--- src/rtl/stopwatch_mode_ctrl.sv ---
// Stopwatch mode controller: 1 Hz / 2 Hz enable strobes, input synchronize and debounce,
// and the RUN/PAUSED/ADJ state machine that steers the strobes into the counter chain.
module stopwatch_mode_ctrl #(
    parameter int ONEHZ_DIV = 100_000_000,
    parameter int DB_CYCLES = 1_000_000
) (
    input  logic       i_clk,
    input  logic       i_rst_n,
    input  logic       i_adj,
    input  logic       i_sel,
    input  logic       i_pause_btn,
    input  logic       i_clr_btn,
    output logic       o_cnt_en,
    output logic       o_adj_sec_en,
    output logic       o_adj_min_en,
    output logic       o_clr,
    output logic       o_blink,
    output logic [1:0] o_mode
);
    localparam int PW = $clog2(ONEHZ_DIV);
    localparam int DW = (DB_CYCLES > 1) ? $clog2(DB_CYCLES) : 1;
    localparam logic [PW-1:0] P_LAST = PW'(ONEHZ_DIV - 1);
    localparam logic [PW-1:0] P_HALF = PW'(ONEHZ_DIV / 2 - 1);
    localparam logic [DW-1:0] D_LAST = DW'(DB_CYCLES - 1);

    typedef enum logic [1:0] {
        S_RUN    = 2'b00,
        S_PAUSED = 2'b01,
        S_ADJ    = 2'b10
    } state_t;

    // Input bit order: 0 adj, 1 sel, 2 pause, 3 clr
    logic [3:0]         w_raw;
    logic [3:0]         r_sync1, r_sync2, r_db, r_db_q;
    logic [3:0][DW-1:0] r_dbcnt;

    assign w_raw = {i_clr_btn, i_pause_btn, i_sel, i_adj};

    always_ff @(posedge i_clk) begin
        if (!i_rst_n) begin
            r_sync1 <= '0;
            r_sync2 <= '0;
            r_db    <= '0;
            r_db_q  <= '0;
            r_dbcnt <= '0;
        end else begin
            r_sync1 <= w_raw;
            r_sync2 <= r_sync1;
            r_db_q  <= r_db;
            for (int i = 0; i < 4; i++) begin
                // Any sample matching the accepted level restarts the stability count
                if (r_sync2[i] != r_db[i]) begin
                    if (r_dbcnt[i] == D_LAST) begin
                        r_db[i]    <= r_sync2[i];
                        r_dbcnt[i] <= '0;
                    end else begin
                        r_dbcnt[i] <= r_dbcnt[i] + DW'(1);
                    end
                end else begin
                    r_dbcnt[i] <= '0;
                end
            end
        end
    end

    logic w_adj_rise, w_adj_fall, w_sel_s, w_pause, w_clr;
    assign w_adj_rise = r_db[0] & ~r_db_q[0];
    assign w_adj_fall = ~r_db[0] & r_db_q[0];
    assign w_sel_s    = r_db[1];
    assign w_pause    = r_db[2] & ~r_db_q[2];
    assign w_clr      = r_db[3] & ~r_db_q[3];

    logic [PW-1:0] r_pcnt, w_pcnt_nx;
    logic          w_tick1, w_tick2;
    assign w_tick1 = (r_pcnt == P_LAST);
    assign w_tick2 = w_tick1 | (r_pcnt == P_HALF);

    state_t r_state, r_ret, w_state_nx, w_ret_nx;
    logic   r_cnt_en, r_sec_en, r_min_en, r_clr, r_blink;
    logic   w_cnt_en_nx, w_sec_en_nx, w_min_en_nx, w_blink_nx;

    always_ff @(posedge i_clk) begin
        if (!i_rst_n) begin
            r_state  <= S_RUN;
            r_ret    <= S_RUN;
            r_pcnt   <= '0;
            r_cnt_en <= 1'b0;
            r_sec_en <= 1'b0;
            r_min_en <= 1'b0;
            r_clr    <= 1'b0;
            r_blink  <= 1'b1;
        end else begin
            r_state  <= w_state_nx;
            r_ret    <= w_ret_nx;
            r_pcnt   <= w_pcnt_nx;
            r_cnt_en <= w_cnt_en_nx;
            r_sec_en <= w_sec_en_nx;
            r_min_en <= w_min_en_nx;
            r_clr    <= w_clr;
            r_blink  <= w_blink_nx;
        end
    end

    always_comb begin
        w_state_nx  = r_state;
        w_ret_nx    = r_ret;
        w_pcnt_nx   = w_tick1 ? '0 : r_pcnt + PW'(1);
        w_cnt_en_nx = 1'b0;
        w_sec_en_nx = 1'b0;
        w_min_en_nx = 1'b0;
        w_blink_nx  = 1'b1;
        // A clear pulse suppresses every advance so the cleared time stays at zero
        case (r_state)
            S_RUN: begin
                w_cnt_en_nx = w_tick1 & ~w_clr;
                if (w_pause) w_state_nx = S_PAUSED;
            end
            S_PAUSED: begin
                if (w_pause) w_state_nx = S_RUN;
            end
            S_ADJ: begin
                w_blink_nx = r_blink;
                if (w_tick2 && !w_clr) begin
                    w_sec_en_nx = ~w_sel_s;
                    w_min_en_nx = w_sel_s;
                    w_blink_nx  = ~r_blink;
                end
                if (w_adj_fall) begin
                    w_state_nx = r_ret;
                    w_blink_nx = 1'b1;
                end
            end
            default: w_state_nx = S_RUN;
        endcase
        // ADJ entry overrides a same-cycle pause; ret keeps the pre-pause state
        if (w_adj_rise) begin
            w_state_nx = S_ADJ;
            w_ret_nx   = (r_state == S_ADJ) ? r_ret : r_state;
            w_blink_nx = 1'b1;
        end
        if (w_adj_rise || w_clr) w_pcnt_nx = '0;
    end

    assign o_cnt_en     = r_cnt_en;
    assign o_adj_sec_en = r_sec_en;
    assign o_adj_min_en = r_min_en;
    assign o_clr        = r_clr;
    assign o_blink      = r_blink;
    assign o_mode       = r_state;
endmodule

--- config.mk ---
export PLATFORM = sky130hd
export DESIGN_NAME = stopwatch_mode_ctrl
export DESIGN_NICKNAME = d
export VERILOG_FILES = /design/src/rtl/stopwatch_mode_ctrl.sv
export SDC_FILE = /design/constraint.sdc
export NUM_CORES = 1
export LEC_CHECK = 0
export BUFFER_PORTS_ARGS = -buffer_cell sky130_fd_sc_hd__buf_2
export CORE_UTILIZATION = 40
export CTS_CLUSTER_DIAMETER = 200
export DETAILED_ROUTE_END_ITERATION = 10
export PLACE_DENSITY = 0.66
export SLEW_MARGIN = 10
export SYNTH_ARGS = -nofsm -noshare
export SYNTH_HDL_FRONTEND = slang
export SYNTH_SLANG_ARGS = --single-unit
--- constraint.sdc ---
create_clock -name i_clk -period 3.6 [get_ports i_clk]
set_input_delay 0.72 -clock i_clk [delete_from_list [all_inputs] [get_ports i_clk]]
set_output_delay 0.72 -clock i_clk [all_outputs]
set_load 0.02 [all_outputs]
After elaboration in Yosys (flattened, before gate mapping)
Index checks and enable logic that the tools add are counted.
W data, S select, Z words.

storage, ports and cells
  bits in registers = 132
  bits of input ports = 6
  output and inout bits = 7
  word-level logic and storage cells = 87

operators by class
  $add $sub $neg = 5
  equality and inequality tests = 18
  mux-type cells = 5
  bitwise gates (word level) = 19
  reductions and logical operators = 20

operator list
  cell                     number
  $add A20 B1 Y20 const B  4
  $eq A20 B20 Y1 const B   4
  $add A27 B1 Y27 const B  1
  $eq A27 B26 Y1 const B   1
  $eq A27 B27 Y1 const B   1
  $reduce_or A3 Y1         5
  $not A1 Y1               13
  $reduce_and A2 Y1        6
  $ne A3 B3 Y1 const B     3
  $reduce_and A3 Y1        3
  $mux W2                  4
  $ne A2 B2 Y1 const B     3
  $pmux W2 S3              1
  $and A1 B1 Y1            5
  $ne A1 B1 Y1             4
  $reduce_or A4 Y1         1
  $eq A2 B1 Y1 const B     1
  $eq A2 B2 Y1 const B     1
  $logic_not A2 Y1         1
  $reduce_or A2 Y1         1
  $logic_and A1 B1 Y1      1
  $logic_not A1 Y1         1
  $logic_or A1 B1 Y1       1
  $or A1 B1 Y1             1

Depth between registers and ports, before layout
Gate-level depths: netlist (run 1).

  word-level depth = 5
  gate-level depth with buffers = 8
  gate-level depth less buffers = 6

Worst setup path after synthesis (run 1)
No wires, ideal clock.

  kind = register to register
  start = register r_pcnt[0]
  end = register r_pcnt[10]
  library setup time = 0.115 ns
  data arrival time = 1.649 ns
  data required time = 3.485 ns
  slack = 1.837 ns
  stages on the path, launching flop included = 9
  path buffers = 2
  period minus slack after synthesis = 1.763 ns
  cells stage by stage = dfxtp_1 > ha_1 > and2_1 > nand4_1 > or3_1 > nand2b_1 > buf_2 > buf_6 > nor2_1

between the ends
  longest elaborated chain between the ends = 2
  elaborated cells between the ends (all ways) = 3
  classes of those cells = add/sub (1); eq/ne (1); reduce/logical (1)

ends and longest elaborated chain
  what                                                                     RTL line  source
  start: declaration                                                       73        logic [PW-1:0] r_pcnt, w_pcnt_nx;
  start signal: assignment                                                 95        r_pcnt <= w_pcnt_nx;
  parallel branches: the longest is 2 deep, another holds $add A27 B1 Y27  n/a

Parallel ways; which one is timed is not known.
A chain may end at the register's enable or synchronous reset.

Worst setup path after layout (run 1)
  start = register r_pcnt[0]
  end = register r_pcnt[24]

The elaborated chain is that of the path after synthesis.

==> impl_metrics.py, run 1 <==
metrics = {
    "sta": {
        "worst_slack_ns": 1.30,
        "max_freq_mhz": 434,
        "max-slew-margin-rel": 0.377,
        "drv_slew": 0,
        "hold_viol": 0,
        "tightest_slew_ns": 0.925,
        "period_minus_slack_ns": 2.30,
        "setup_tns_ns": 0,
        "rsz0062_at_grt": "false",
        "timing.final.crit_share": 0.640,
        "clock_skew_ns": 0.00509,
        "setup_viol": 0,
    },
    "logic_synthesis": {
        "yosys_most_used_dff": "dfxtp_1",
        "synthArstFlopShare": 0,
        "synth_top_area_cell": "dfxtp_1",
        "synthTopCellsByCount": "dfxtp_1, nor2_1, xor2_1",
        "synth_xor_area_frac": 0.158,
        "synth.area.top_cells": "dfxtp_1, xor2_1, nor2_1",
        "yosysWarnings": 0,
        "synth.cell_area_um2": 5560,
        "synth_adder_area_share": 0.0158,
        "syn-mean-instance-area_um2": 8.93,
        "synth_cells": 623,
        "synth.area.mux_share": 0.00720,
        "yosys.area_share.simple": 0.307,
        "synth.most_common_cell": "dfxtp_1",
        "synth_compound_area_frac": 0.0131,
        "synth_top_family_by_area": "simple AND/OR/NAND/NOR gates",
        "yosys_register_bits": 131,
        "yosys.area.top_type_share": 0.472,
        "ys_seq_area_frac": 0.472,
        "synth_edf_count": 0,
        "synth_cell_types": 43,
        "synth_fp_nets": 636,
    },
    "worst_setup_path": {
        "end_kind": "flip-flop",
        "path_class": "reg2reg",
        "r2r-end": "r_pcnt[24]",
        "worstPathRequired_ns": 3.86,
        "worstSetupStartpointType": "flip-flop",
        "reg2reg_from": "r_pcnt[0]",
        "ff2ff_path_depth": 6,
        "cp.arrival_ns": 2.56,
        "reg2reg_slack_ns": 1.30,
        "cp_max_fo": 24,
    },
    "layout": {
        "final_cell_count_no_fill": 827,
        "drive_gt1_frac": 0.0707,
        "diodes": 0,
        "area_growth_pct": 13.0,
        "nets": 653,
        "postLayoutCellArea_um2": 6280,
    },
    "placed_design": {
        "dp.cells": 797,
        "place_area_um2": 5750,
        "place_congestion": 0.802,
        "numPortBuffers": 12,
        "dpl.hpwl_um": 6710,
        "dp_slack_ns": 1.27,
    },
    "floorplan": {
        "pin_count": 13,
        "die_w_um": 120,
        "die_area_um2": 14400,
        "coreArea_um2": 13400,
        "dieHeight_um": 120,
        "row_count": 42,
        "start_util": 0.415,
    },
    "power": {
        "ir_worst_vdd_uv": 284,
        "powerDensity_nw_per_um2": 488,
        "p_leak_nw": 2.15,
    },
    "clock_tree": {
        "clk_pin_slew_ns": 0.05,
        "cts_num_sinks": 131,
        "cts_resized": 0,
        "cts_tree": "built",
        "cts_hold_buf": 0,
        "cts_root_buffer": "clkbuf_16",
        "numCtsBuffers": 17,
        "clock_path_buffers": 2,
        "clock_latency_ns": 0.41,
        "htreeDepth": 4,
        "post_cts_buffers": 0,
    },
    "grt": {
        "antenna_found_initial": 0,
        "grt_pass1_wl_um": 17200,
        "overflow": 0,
        "first_global_vias": 3853,
        "grt_usage": 0.150,
        "grt_max_degree": 27,
    },
    "routing": {
        "finalWirelength_um": 9820,
        "drc": 0,
        "drt_iter0_markers": 225,
        "ant_nets": 0,
        "drt-wirelength-per-cell_um": 11.9,
        "drtPass1Iterations": 4,
        "vias": 4090,
        "vias_per_cell": 4.95,
    },
    "min_path": {
        "holdCritStartpoint": "r_sync1[3]",
        "min_to": "r_sync2[3]",
        "hold_depth": 1,
        "hold_class": "reg2reg",
    },
    "job": {
        "cap_viol_max_count": 0,
    },
    "status": {
        "status": "completed",
    },
}
==> cell usage in the layout, fill, tap and decap left out, types with 2 or more instances in the layout <==
cell and instances:
and4_1 6, or3_1 6, xnor2_1 36, nand2b_1 3, nand3b_1 2, nand3_1 36
o21ai_0 4, clkbuf_8 3, mux2i_1 4, nor4_1 7, nor2_1 127, clkinv_2 5
nor4b_1 5, clkbuf_16 17, inv_1 14, a21oi_1 4, nand2_1 46, nand4b_1 2
clkbuf_1 4, ha_1 7, nor3_1 17, and3_1 19, buf_2 12, xor2_1 64
nor4bb_1 3, nand4_1 28, nor2b_1 8, and2_1 14, dfxtp_1 131
==> worst max-delay path by stage <==
stage	from	to	slack [ns]	cells after the start
after floorplan	r_pcnt[0]	r_pcnt[10]	1.84	8
after global placement	r_pcnt[0]	r_pcnt[4]	1.35	6
after detailed placement	r_pcnt[0]	r_pcnt[21]	1.27	6
after CTS	r_pcnt[0]	r_pcnt[21]	1.27	6
after global routing	r_pcnt[0]	r_pcnt[14]	1.07	6
final	r_pcnt[0]	r_pcnt[24]	1.30	6
==> state kept, by name, summed over array words and instances, names as in the netlist, 2 cells and up <==
name and cells:
r_db_q 3, r_dbcnt 80, r_ret 2, r_sync1 4, o_mode 2, r_sync2 4, r_db 4, r_pcnt 27
==> critical path, stage by stage (launching register included) <==
cell,delay [ns]
dfxtp_1,0.36
ha_1,0.21
and2_1,0.23
nand4_1,0.18
or3_1,0.40
nand2b_1,0.64
nor2_1,0.13
==> cells by family after synthesis <==
| logic type | count (synthesis) |
|---|---|
| fa+ha+maj | 7 |
| simple gates | 340 |
| mux | 4 |
| buf+inv | 29 |
| flops | 131 |
| compound gates | 12 |
| xor+xnor | 100 |
==> area by class of cell <==
class	instances	area, um2
clock buffer	24	482
clock inverter	6	55.1
fill	1284	7120
inverter	14	52.6
multi-input combinational	463	2790
sequential	131	2620
tap	176	220
timing repair buffer	13	67.6
==> routing by layer <==
layer	up-vias	share of wire	track usage
met4	0	0.026	0.0914
met1	1905	0.48	0.187
met3	22	0.036	0.0423
met5	-	0	0
met2	40	0.46	0.230
li1	2123	-	-
==> through the flow <==
stage          total power (W)   util  hold slack (ns)
3_3_place_gp           0.00153  0.429            0.418
6_report               0.00307  0.469            0.430
3_5_place_dp           0.00153  0.429            0.424
5_1_grt                0.00317  0.469            0.447
2_1_floorplan          0.00152      -            0.383
4_1_cts                0.00311  0.469            0.434
==> report_power, final <==
group          switching [W]  internal (W)
sequential        0.00000562       0.00146
clock               0.000583      0.000989
combinational      0.0000217     0.0000109
(Power assumes the default switching activity.)
==> run 2: changes to the inputs <==
--- a/config.mk
+++ b/config.mk
@@ -5,11 +5,12 @@
 export SDC_FILE = /design/constraint.sdc
 export NUM_CORES = 1
 export LEC_CHECK = 0
+export ABC_AREA = 1
 export BUFFER_PORTS_ARGS = -buffer_cell sky130_fd_sc_hd__buf_2
 export CORE_UTILIZATION = 40
 export CTS_CLUSTER_DIAMETER = 200
 export DETAILED_ROUTE_END_ITERATION = 10
-export PLACE_DENSITY = 0.66
+export PLACE_DENSITY = 0.68
 export SLEW_MARGIN = 10
 export SYNTH_ARGS = -nofsm -noshare
 export SYNTH_HDL_FRONTEND = slang
==> constraint.sdc (replaced) <==
create_clock -name i_clk -period 2 [get_ports i_clk]
set_input_delay 0.4 -clock i_clk [delete_from_list [all_inputs] [get_ports i_clk]]
set_output_delay 0.4 -clock i_clk [all_outputs]
set_load 0.02 [all_outputs]
==> impl_metrics.py, run 2 <==
metrics = {
    "status": {
        "status": "completed",
    },
    "layout": {
        "drive_gt1_frac": 0.0774,
        "diodes": 0,
        "multi_input_area_um2": 3140,
        "mostFrequentLayoutCell": "nand2_1",
        "nets": 943,
        "fillers": 1543,
        "layout.area.seq_um2": 2620,
        "reg_top3": "r_dbcnt x80, r_pcnt x27",
        "fin_util": 0.472,
        "mostFrequentLayoutCells": "nand2_1, nor2_1, dfxtp_1",
        "top_register": "r_dbcnt",
        "area_growth_pct": 14.8,
        "largest_reg_flops": 80,
    },
    "sta": {
        "holdWs_ns": 0.166,
        "tightest_slew_ns": 0.495,
        "drv_slew": 0,
        "clock_skew_ns": 0.00493,
        "rsz0062_at_grt": "false",
        "max_freq_mhz": 569,
        "hold_viol": 0,
        "timing.final.crit_share": 0.879,
        "max-slew-margin-rel": 0.667,
        "period_minus_slack_ns": 1.76,
        "setup_viol": 0,
        "setup_tns_ns": 0,
    },
    "clock_tree": {
        "htreeDepth": 4,
        "cts_tree": "built",
        "cts_num_sinks": 131,
        "clock_latency_ns": 0.41,
        "cts_resized": 0,
        "clock_path_buffers": 2,
        "clk_pin_slew_ns": 0.05,
        "cts_root_buffer": "clkbuf_16",
        "numCtsBuffers": 17,
        "post_cts_buffers": 0,
        "cts_hold_buf": 0,
    },
    "logic_synthesis": {
        "synth_edf_count": 0,
        "yosys_most_used_dff": "dfxtp_1",
        "synth.most_common_cell": "nand2_1",
        "ys_seq_area_frac": 0.420,
        "synth_cells": 902,
        "synthTopCellsByCount": "nand2_1, nor2_1, dfxtp_1",
        "synthArstFlopShare": 0,
        "synth_top_area_cell": "dfxtp_1",
        "synth.area.top_cells": "dfxtp_1, nand2_1, nor2_1",
        "yosys.area.top_type_share": 0.420,
        "synth_fp_nets": 915,
        "synth_cell_types": 35,
        "synth.cell_area_um2": 6240,
        "yosys_register_bits": 131,
        "syn-mean-instance-area_um2": 6.92,
        "yosysWarnings": 0,
    },
    "worst_setup_path": {
        "worstSetupStartpointType": "flip-flop",
        "path_class": "reg2reg",
        "cp_max_fo": 19,
        "r2r-end": "r_dbcnt[15]",
        "cp.arrival_ns": 2.05,
        "cp-endpoint": "r_dbcnt[15]",
        "ff2ff_path_depth": 8,
        "reg2reg_slack_ns": 0.24,
        "end_kind": "flip-flop",
        "worstPathRequired_ns": 2.29,
        "startpoint": "r_dbcnt[0]",
        "reg2reg_from": "r_dbcnt[0]",
    },
    "min_path": {
        "hold_class": "in2reg",
    },
    "routing": {
        "top_layer_used": "met4",
        "vias": 5492,
        "wl_met1_um": 6380,
        "drt-wirelength-per-cell_um": 11.4,
        "drtPass1Iterations": 5,
        "drc": 0,
        "vias_per_cell": 4.86,
        "drt_iter0_markers": 326,
        "met3_length_um": 517,
        "finalWirelength_um": 12900,
        "dr_wl_met2_um": 5760,
        "ant_nets": 0,
    },
    "floorplan": {
        "pin_count": 13,
        "die_area_um2": 16100,
        "row_count": 45,
        "dieHeight_um": 127,
        "start_util": 0.411,
        "coreArea_um2": 15200,
        "die_w_um": 127,
    },
    "power": {
        "p_leak_nw": 2.44,
        "powerDensity_nw_per_um2": 840,
        "ir_worst_vdd_uv": 607,
        "finalPower_w": 0.00602,
    },
    "grt": {
        "grt_max_degree": 21,
        "overflow": 0,
        "antenna_found_initial": 0,
        "grt_pass1_wl_um": 22400,
        "first_global_vias": 4987,
        "grt_usage": 0.173,
    },
    "placed_design": {
        "numPortBuffers": 12,
        "dpl.hpwl_um": 9190,
        "place_congestion": 0.939,
    },
    "job": {
        "cap_viol_max_count": 0,
    },
}
run 2: logic make-up after synthesis:
| family | share of synthesized area |
|---|---|
| fa+ha+maj | 0.0140 |
| xor+xnor | 0.0519 |
| buf+inv | 0.0776 |
| compound gates | 0.0621 |
| simple gates | 0.374 |
| flops | 0.420 |
run 2: through the flow:
step / instance area [um2] / setup WS (ns) / instances
final: 7170 / 0.243 / 1131
after global routing: 7170 / 0.0708 / 1131
after CTS: 7160 / 0.200 / 1131
after detailed placement: 6520 / 0.202 / 1099
after global placement: 6520 / 0.243 / 1099
after floorplan: 6240 / 0.406 / 902
run 2: report_power, final:
part,total (W),leakage (nW),internal (W),switching (W)
sequential,0.00264,1.06,0.00263,0.0000107
clock,0.00331,0.309,0.00221,0.00110
combinational,0.0000717,1.08,0.0000244,0.0000473
total,0.00602,2.44,0.00486,0.00116
run 2: how the worst min path moves through the flow:
stage,startpoint,endpoint,slack [ns],depth (start not counted)
3_5_place_dp,r_db_q[3],o_clr,0.40,1
5_1_grt,i_sel,r_sync1[1],0.19,3
3_3_place_gp,r_db_q[3],o_clr,0.39,1
6_report,i_sel,r_sync1[1],0.17,3
4_1_cts,i_sel,r_sync1[1],0.15,3
2_1_floorplan,r_db_q[3],o_clr,0.38,1
run 2: per-layer routing:
metal / vias up / track usage
met1: 2455 / 0.222
li1: 2935 / -
met2: 84 / 0.277
met5: - / 0
met3: 18 / 0.0477
met4: 0 / 0.0637
run 2: critical path: stages (launching register included):
cell     delay [ns]
dfxtp_1        0.40
ha_1           0.30
nand2_2        0.12
nor3_4         0.25
inv_2          0.07
nor2_2         0.09
nand2_2        0.10
nand2_4        0.21
nor3b_1        0.08
run 2: final cells by class:
cell class,count,share of cell area
Sequential cell,131,0.366
Multi-Input combinational cell,652,0.438
Clock buffer,23,0.0681
Timing Repair Buffer,18,0.0164
Clock inverter,9,0.0209
Inverter,110,0.0576
Tap cell,188,0.0328
